$ cat src/rtl/audio_dac_serializer.sv
// audio_dac_serializer
//   Transmit-side serializer for the WM8731 CODEC. Stereo pairs are pushed
//   through a write/write_ready handshake into a small FIFO. They are shifted
//   out MSB-first, left-justified, on AUD_DACDAT. The bit and frame clocks are
//   mastered by the CODEC.
//
// Ports
//   CLOCK_50         in   system clock, all state on its rising edge
//   reset_n          in   asynchronous active-low reset
//   write            in   push request, accepted when write && write_ready
//   writedata_left   in   left sample, two's complement
//   writedata_right  in   right sample, two's complement
//   write_ready      out  FIFO not full
//   fifo_used        out  pairs currently buffered
//   underflow        out  one-cycle pulse when a frame starts with no data
//   AUD_BCLK         in   CODEC bit clock (asynchronous)
//   AUD_DACLRCK      in   CODEC frame clock, high = left slot
//   AUD_DACDAT       out  serial DAC data
//
// state | meaning
// ------+---------------------------------------------------------
// ALIGN | waiting for the first frame start, output held at 0
// LEFT  | shifting the left sample (AUD_DACLRCK high)
// RIGHT | shifting the right sample (AUD_DACLRCK low)

module audio_dac_serializer #(
  parameter int DATA_WIDTH = 24,
  parameter int FIFO_DEPTH = 8
) (
  input  logic                          CLOCK_50,
  input  logic                          reset_n,
  input  logic                          write,
  input  logic [DATA_WIDTH-1:0]         writedata_left,
  input  logic [DATA_WIDTH-1:0]         writedata_right,
  output logic                          write_ready,
  output logic [$clog2(FIFO_DEPTH):0]   fifo_used,
  output logic                          underflow,
  input  logic                          AUD_BCLK,
  input  logic                          AUD_DACLRCK,
  output logic                          AUD_DACDAT
);

  localparam int PTR_W = $clog2(FIFO_DEPTH);
  localparam int CNT_W = PTR_W + 1;
  localparam int BIT_W = $clog2(DATA_WIDTH + 1);

  typedef enum logic [1:0] {ALIGN, LEFT, RIGHT} state_t;

  state_t state;

  logic bclk_meta, bclk_sync, bclk_prev;
  logic lrck_meta, lrck_sync, lrck_prev;
  logic bclk_fall, lrck_rise, lrck_fall;

  logic [2*DATA_WIDTH-1:0] mem [FIFO_DEPTH];
  logic [PTR_W-1:0]        wr_ptr, rd_ptr;
  logic                    fifo_empty;
  logic                    push, pop;
  logic [DATA_WIDTH-1:0]   head_left, head_right;

  logic [DATA_WIDTH-1:0]   shift_reg;
  logic [DATA_WIDTH-1:0]   hold_r;
  logic [BIT_W-1:0]        bit_cnt;

  // Two-stage synchronizers followed by a registered edge detector.
  // The strobes are one CLOCK_50 cycle wide.
  always_ff @(posedge CLOCK_50 or negedge reset_n) begin
    if (!reset_n) begin
      bclk_meta <= 1'b0;
      bclk_sync <= 1'b0;
      bclk_prev <= 1'b0;
      lrck_meta <= 1'b0;
      lrck_sync <= 1'b0;
      lrck_prev <= 1'b0;
      bclk_fall <= 1'b0;
      lrck_rise <= 1'b0;
      lrck_fall <= 1'b0;
    end else begin
      bclk_meta <= AUD_BCLK;
      bclk_sync <= bclk_meta;
      bclk_prev <= bclk_sync;
      lrck_meta <= AUD_DACLRCK;
      lrck_sync <= lrck_meta;
      lrck_prev <= lrck_sync;
      bclk_fall <= bclk_prev & ~bclk_sync;
      lrck_rise <= ~lrck_prev & lrck_sync;
      lrck_fall <= lrck_prev & ~lrck_sync;
    end
  end

  assign fifo_empty  = (fifo_used == '0);
  assign write_ready = (fifo_used != CNT_W'(FIFO_DEPTH));
  assign push        = write & write_ready;
  assign pop         = lrck_rise & ~fifo_empty;
  assign head_left   = mem[rd_ptr][2*DATA_WIDTH-1:DATA_WIDTH];
  assign head_right  = mem[rd_ptr][DATA_WIDTH-1:0];

  // Storage needs no reset; occupancy is tracked by the pointers and count.
  always_ff @(posedge CLOCK_50) begin
    if (push) mem[wr_ptr] <= {writedata_left, writedata_right};
  end

  // Pointers wrap naturally because FIFO_DEPTH is a power of two.
  always_ff @(posedge CLOCK_50 or negedge reset_n) begin
    if (!reset_n) begin
      wr_ptr    <= '0;
      rd_ptr    <= '0;
      fifo_used <= '0;
    end else begin
      if (push) wr_ptr <= wr_ptr + 1'b1;
      if (pop)  rd_ptr <= rd_ptr + 1'b1;
      case ({push, pop})
        2'b10:   fifo_used <= fifo_used + 1'b1;
        2'b01:   fifo_used <= fifo_used - 1'b1;
        default: fifo_used <= fifo_used;
      endcase
    end
  end

  // Frame edges take priority over a coincident bclk_fall. When LRCK changes on
  // a BCLK falling edge, both strobes arrive together and the edge reloads the
  // shifter.
  always_ff @(posedge CLOCK_50 or negedge reset_n) begin
    if (!reset_n) begin
      state      <= ALIGN;
      shift_reg  <= '0;
      hold_r     <= '0;
      bit_cnt    <= '0;
      AUD_DACDAT <= 1'b0;
      underflow  <= 1'b0;
    end else begin
      underflow <= 1'b0;
      if (lrck_rise) begin
        state   <= LEFT;
        bit_cnt <= BIT_W'(1);
        if (!fifo_empty) begin
          shift_reg  <= head_left;
          hold_r     <= head_right;
          AUD_DACDAT <= head_left[DATA_WIDTH-1];
        end else begin
          shift_reg  <= '0;
          hold_r     <= '0;
          AUD_DACDAT <= 1'b0;
          underflow  <= 1'b1;
        end
      end else if (lrck_fall && state == LEFT) begin
        state      <= RIGHT;
        shift_reg  <= hold_r;
        AUD_DACDAT <= hold_r[DATA_WIDTH-1];
        bit_cnt    <= BIT_W'(1);
      end else if (bclk_fall && state != ALIGN) begin
        if (bit_cnt < BIT_W'(DATA_WIDTH)) begin
          shift_reg  <= shift_reg << 1;
          AUD_DACDAT <= shift_reg[DATA_WIDTH-2];
          bit_cnt    <= bit_cnt + 1'b1;
        end else begin
          AUD_DACDAT <= 1'b0;
        end
      end
    end
  end

endmodule

$ cat config.mk
export PLATFORM = sky130hd
export DESIGN_NAME = audio_dac_serializer
export DESIGN_NICKNAME = d
export VERILOG_FILES = /design/src/rtl/audio_dac_serializer.sv
export SDC_FILE = /design/constraint.sdc
export NUM_CORES = 1
export LEC_CHECK = 0
export ABC_CLOCK_PERIOD_IN_PS = 11870
export CAP_MARGIN = 20
export CORE_MARGIN = 4
export CORE_UTILIZATION = 60
export DETAILED_ROUTE_END_ITERATION = 16
export GPL_TIMING_DRIVEN = 0
export PLACE_DENSITY = 0.78
export REMOVE_ABC_BUFFERS = 1
export SLEW_MARGIN = 5
export SYNTH_ARGS = -nofsm -noshare
export SYNTH_HDL_FRONTEND = slang
export SYNTH_SLANG_ARGS = --single-unit
$ cat constraint.sdc
create_clock -name CLOCK_50 -period 11.87 [get_ports CLOCK_50]
set_input_delay 2.374 -clock CLOCK_50 [delete_from_list [all_inputs] [get_ports CLOCK_50]]
set_output_delay 2.374 -clock CLOCK_50 [all_outputs]
set_load 0.02 [all_outputs]
==> flow_metrics.env <==
export IMPL_critPathKind="reg -> out"
export IMPL_postRouteWirelength_um=35190
export IMPL_grt_pass1_vias=9234
export IMPL_p_sw_mw=1.338
export IMPL_setup_ws_ns=7.275
export IMPL_final_core_util_pct=70.90
export IMPL_cap_viol_max_count=0
export IMPL_initial_utilization_pct=61.28
export IMPL_core_area_mm2=0.02894
export IMPL_num_io_pins=60
export IMPL_vdd_drop_max_mv=0.1385
export IMPL_clk_path_buf_depth=3
export IMPL_fp_row_count=62
export IMPL_gp_congestion=0.6964
export IMPL_drt_pre_antenna_iters=5
export IMPL_dp_hpwl_um=20500
export IMPL_nets=1018
export IMPL_reg2reg_slack_ns=8.81
export IMPL_final_area_mm2=0.02052
export IMPL_synth_compound_area_share_pct=3.274
export IMPL_dieArea_mm2=0.03237
export IMPL_slew_viol_final=0
export IMPL_rsz0062_at_grt="no"
export IMPL_cts_buffers=44
export IMPL_fin_skew_ns=0.01843
export IMPL_post_cts_setup_buffers=0
export IMPL_arrival_ns=2.22
export IMPL_max_freq_mhz=217.6
export IMPL_tightest_slew_ns=1.073
export IMPL_cts_tree="done"
export IMPL_synth_edf_count=384
export IMPL_root_buffer="clkbuf_16"
export IMPL_syn_cell_area_mm2=0.01773
export IMPL_postCtsResizedCells=0
export IMPL_pwr_share_seq_pct=47.4
export IMPL_drive_gt1_share_pct=20.93
export IMPL_synth_top_family_by_area="multiplexers"
export IMPL_p_comb_share_pct=24.6
export IMPL_vias=8757
export IMPL_area_growth_pct=15.70
export IMPL_end_kind="output port"
export IMPL_synth_top_area_cell="edfxtp_1"
export IMPL_crit_path_top_delay_cell="or4b_1"
export IMPL_post_route_drc_count=0
export IMPL_drtIter0Drc=945
export IMPL_power_mw=4.773
export IMPL_synth_flop_cell="edfxtp_1"
export IMPL_synth_area_leaders="edfxtp_1 65%, mux4_2 12%, dfrtp_1 11%"
export IMPL_placed_cells=1297
export IMPL_layout_area_seq_mm2=0.01342
export IMPL_synth_async_reset_ratio_pct=16.34
export IMPL_pre_cts_slack_ns=6.757
export IMPL_setup_viol=0
export IMPL_drtAntennaViolNets=0
export IMPL_wire_per_inst_um=25.53
export IMPL_clk_latency_ns=0.54
export IMPL_ys_seq_area_share_pct=75.61
export IMPL_synthMuxAreaShare_pct=15.13
export IMPL_dieHeight_um=179.9
export IMPL_cts_clk_slew_worst_paths_ns=0.07
export IMPL_swShare_pct=28.03
export IMPL_ys_types=43
export IMPL_syn_avg_cell_area_um2=20.33
export IMPL_synth_top_area_share_pct=65.03
export IMPL_hold_violations=0
export IMPL_fp_dieW_um=179.9
export IMPL_p_int_mw=3.435
export IMPL_cts_sinks=459
export IMPL_status="completed"
export IMPL_placed_cell_area_mm2=0.01913
export IMPL_path_max_fanout=8
export IMPL_fin_setup_tns_ns=0
export IMPL_synth_seq_cells=459
export IMPL_largest_reg_flops=384
export IMPL_worst_ep_required_time_ns=9.50
export IMPL_slowest_delay_ns=0.63
export IMPL_multiInputGateArea_mm2=0.003981
export IMPL_final_cells=1378
export IMPL_startpoint_type="register"
export IMPL_hold_ws_ns=0.3563
export IMPL_hold_path_class="reg -> reg"
export IMPL_via_per_inst=6.355
export IMPL_grt_overflow=0
export IMPL_cp_cell_sequence="or4b_1 > clkdlybuf4s50_1"
export IMPL_period_needed_ns=4.595
export IMPL_maxSlewHeadroom_pct=28.32
export IMPL_synth_warnings=0
export IMPL_synthSimpleGateAreaFrac_pct=2.759
export IMPL_period_share_pct=38.71
export IMPL_track_usage_pct=22.00
export IMPL_yosys_top_cells_count="384 x edfxtp_1, 94 x mux4_2, 75 x dfrtp_1"
export IMPL_antenna_cells=0
export IMPL_syn_inst=872
export IMPL_synthAdderAreaFrac_pct=0.4234
export IMPL_antenna_found_initial=2
export IMPL_yosysMostFrequentCell="edfxtp_1"
export IMPL_cts_hold_buf=0
export IMPL_ctsHtreeMaxLevel=2
export IMPL_p_per_area_mw_per_mm2=232.7
export IMPL_grt_max_degree=56
export IMPL_clkPwrFrac_pct=28.0
export IMPL_grt_pass1_wl_um=55300
export IMPL_p_leak_nw=7.030
export IMPL_synth_xor_area_share_pct=0.5433
export IMPL_n_fill_cell=1666
export IMPL_numPortBuffers=59
-- cell type report --
| class | count | share of cell area, % |
|---|---|---|
| clock buffer | 66 | 6.062 |
| sequential | 459 | 65.41 |
| tap | 384 | 2.342 |
| clock inverter | 15 | 0.6831 |
| timing repair buffer | 91 | 5.635 |
| inverter | 25 | 0.4574 |
| multi-input combinational | 338 | 19.41 |
-- worst paths after layout --
check | start | to | cells after the start
setup reg to reg | fifo_used[0] | fifo_used[2] | 11
max in group asynchronous | reset_n | rd_ptr[0] | 2
hold / removal | bclk_meta | bclk_sync | 0
hold reg to reg | bclk_meta | bclk_sync | 0
setup / recovery | fifo_used[0] | write_ready | 2
min in group asynchronous | reset_n | underflow | 1
-- layer usage --
| metal | track usage, % | share of wire, % | wire (µm) |
|---|---|---|---|
| met5 | 0 | 0.068 | 24 |
| met4 | 4.663 | 1.8 | 621 |
| met3 | 3.597 | 6.4 | 2255 |
| met2 | 35.93 | 50 | 17720 |
| met1 | 32.33 | 41 | 14570 |
-- power groups by stage --
stage	Sequential, mW	Clock, mW	Combinational (mW)
after CTS	2.27	1.36	1.19
final	2.26	1.34	1.17
after detailed placement	2.30	0	1.18
after floorplan	2.32	0	0.775
after global placement	2.44	0	1.06
after global routing	2.30	1.44	1.26
-- logic make-up after synthesis --
family	count (synthesis)
flops	459
compound gates	78
simple gates	96
mux	147
xor+xnor	11
fa+ha+maj	6
buf+inv	75
-- critical path: cells and delay by family (launching register included) --
| kind | cells | cell delay (ns) |
|---|---|---|
| AND/OR/NAND/NOR | 1 | 0.63 |
| buffers and inverters | 1 | 0.58 |
| flip-flops | 1 | 0.47 |
-- placed cells by master, fill, tap and decap left out, drive strengths merged, types with 6 or more instances in the layout --
| master | count |
|---|---|
| a211oi | 22 |
| and3 | 23 |
| buf | 33 |
| clkbuf | 66 |
| clkdlybuf4s50 | 58 |
| clkinv | 11 |
| dfrtp | 75 |
| edfxtp | 384 |
| ha | 6 |
| inv | 26 |
| mux2i | 49 |
| mux4 | 96 |
| nand2 | 11 |
| nor2 | 33 |
| nor3 | 7 |
| o22ai | 25 |
| o32ai | 23 |
| xnor2 | 6 |
No activity file was read; power rests on OpenSTA's default activity.
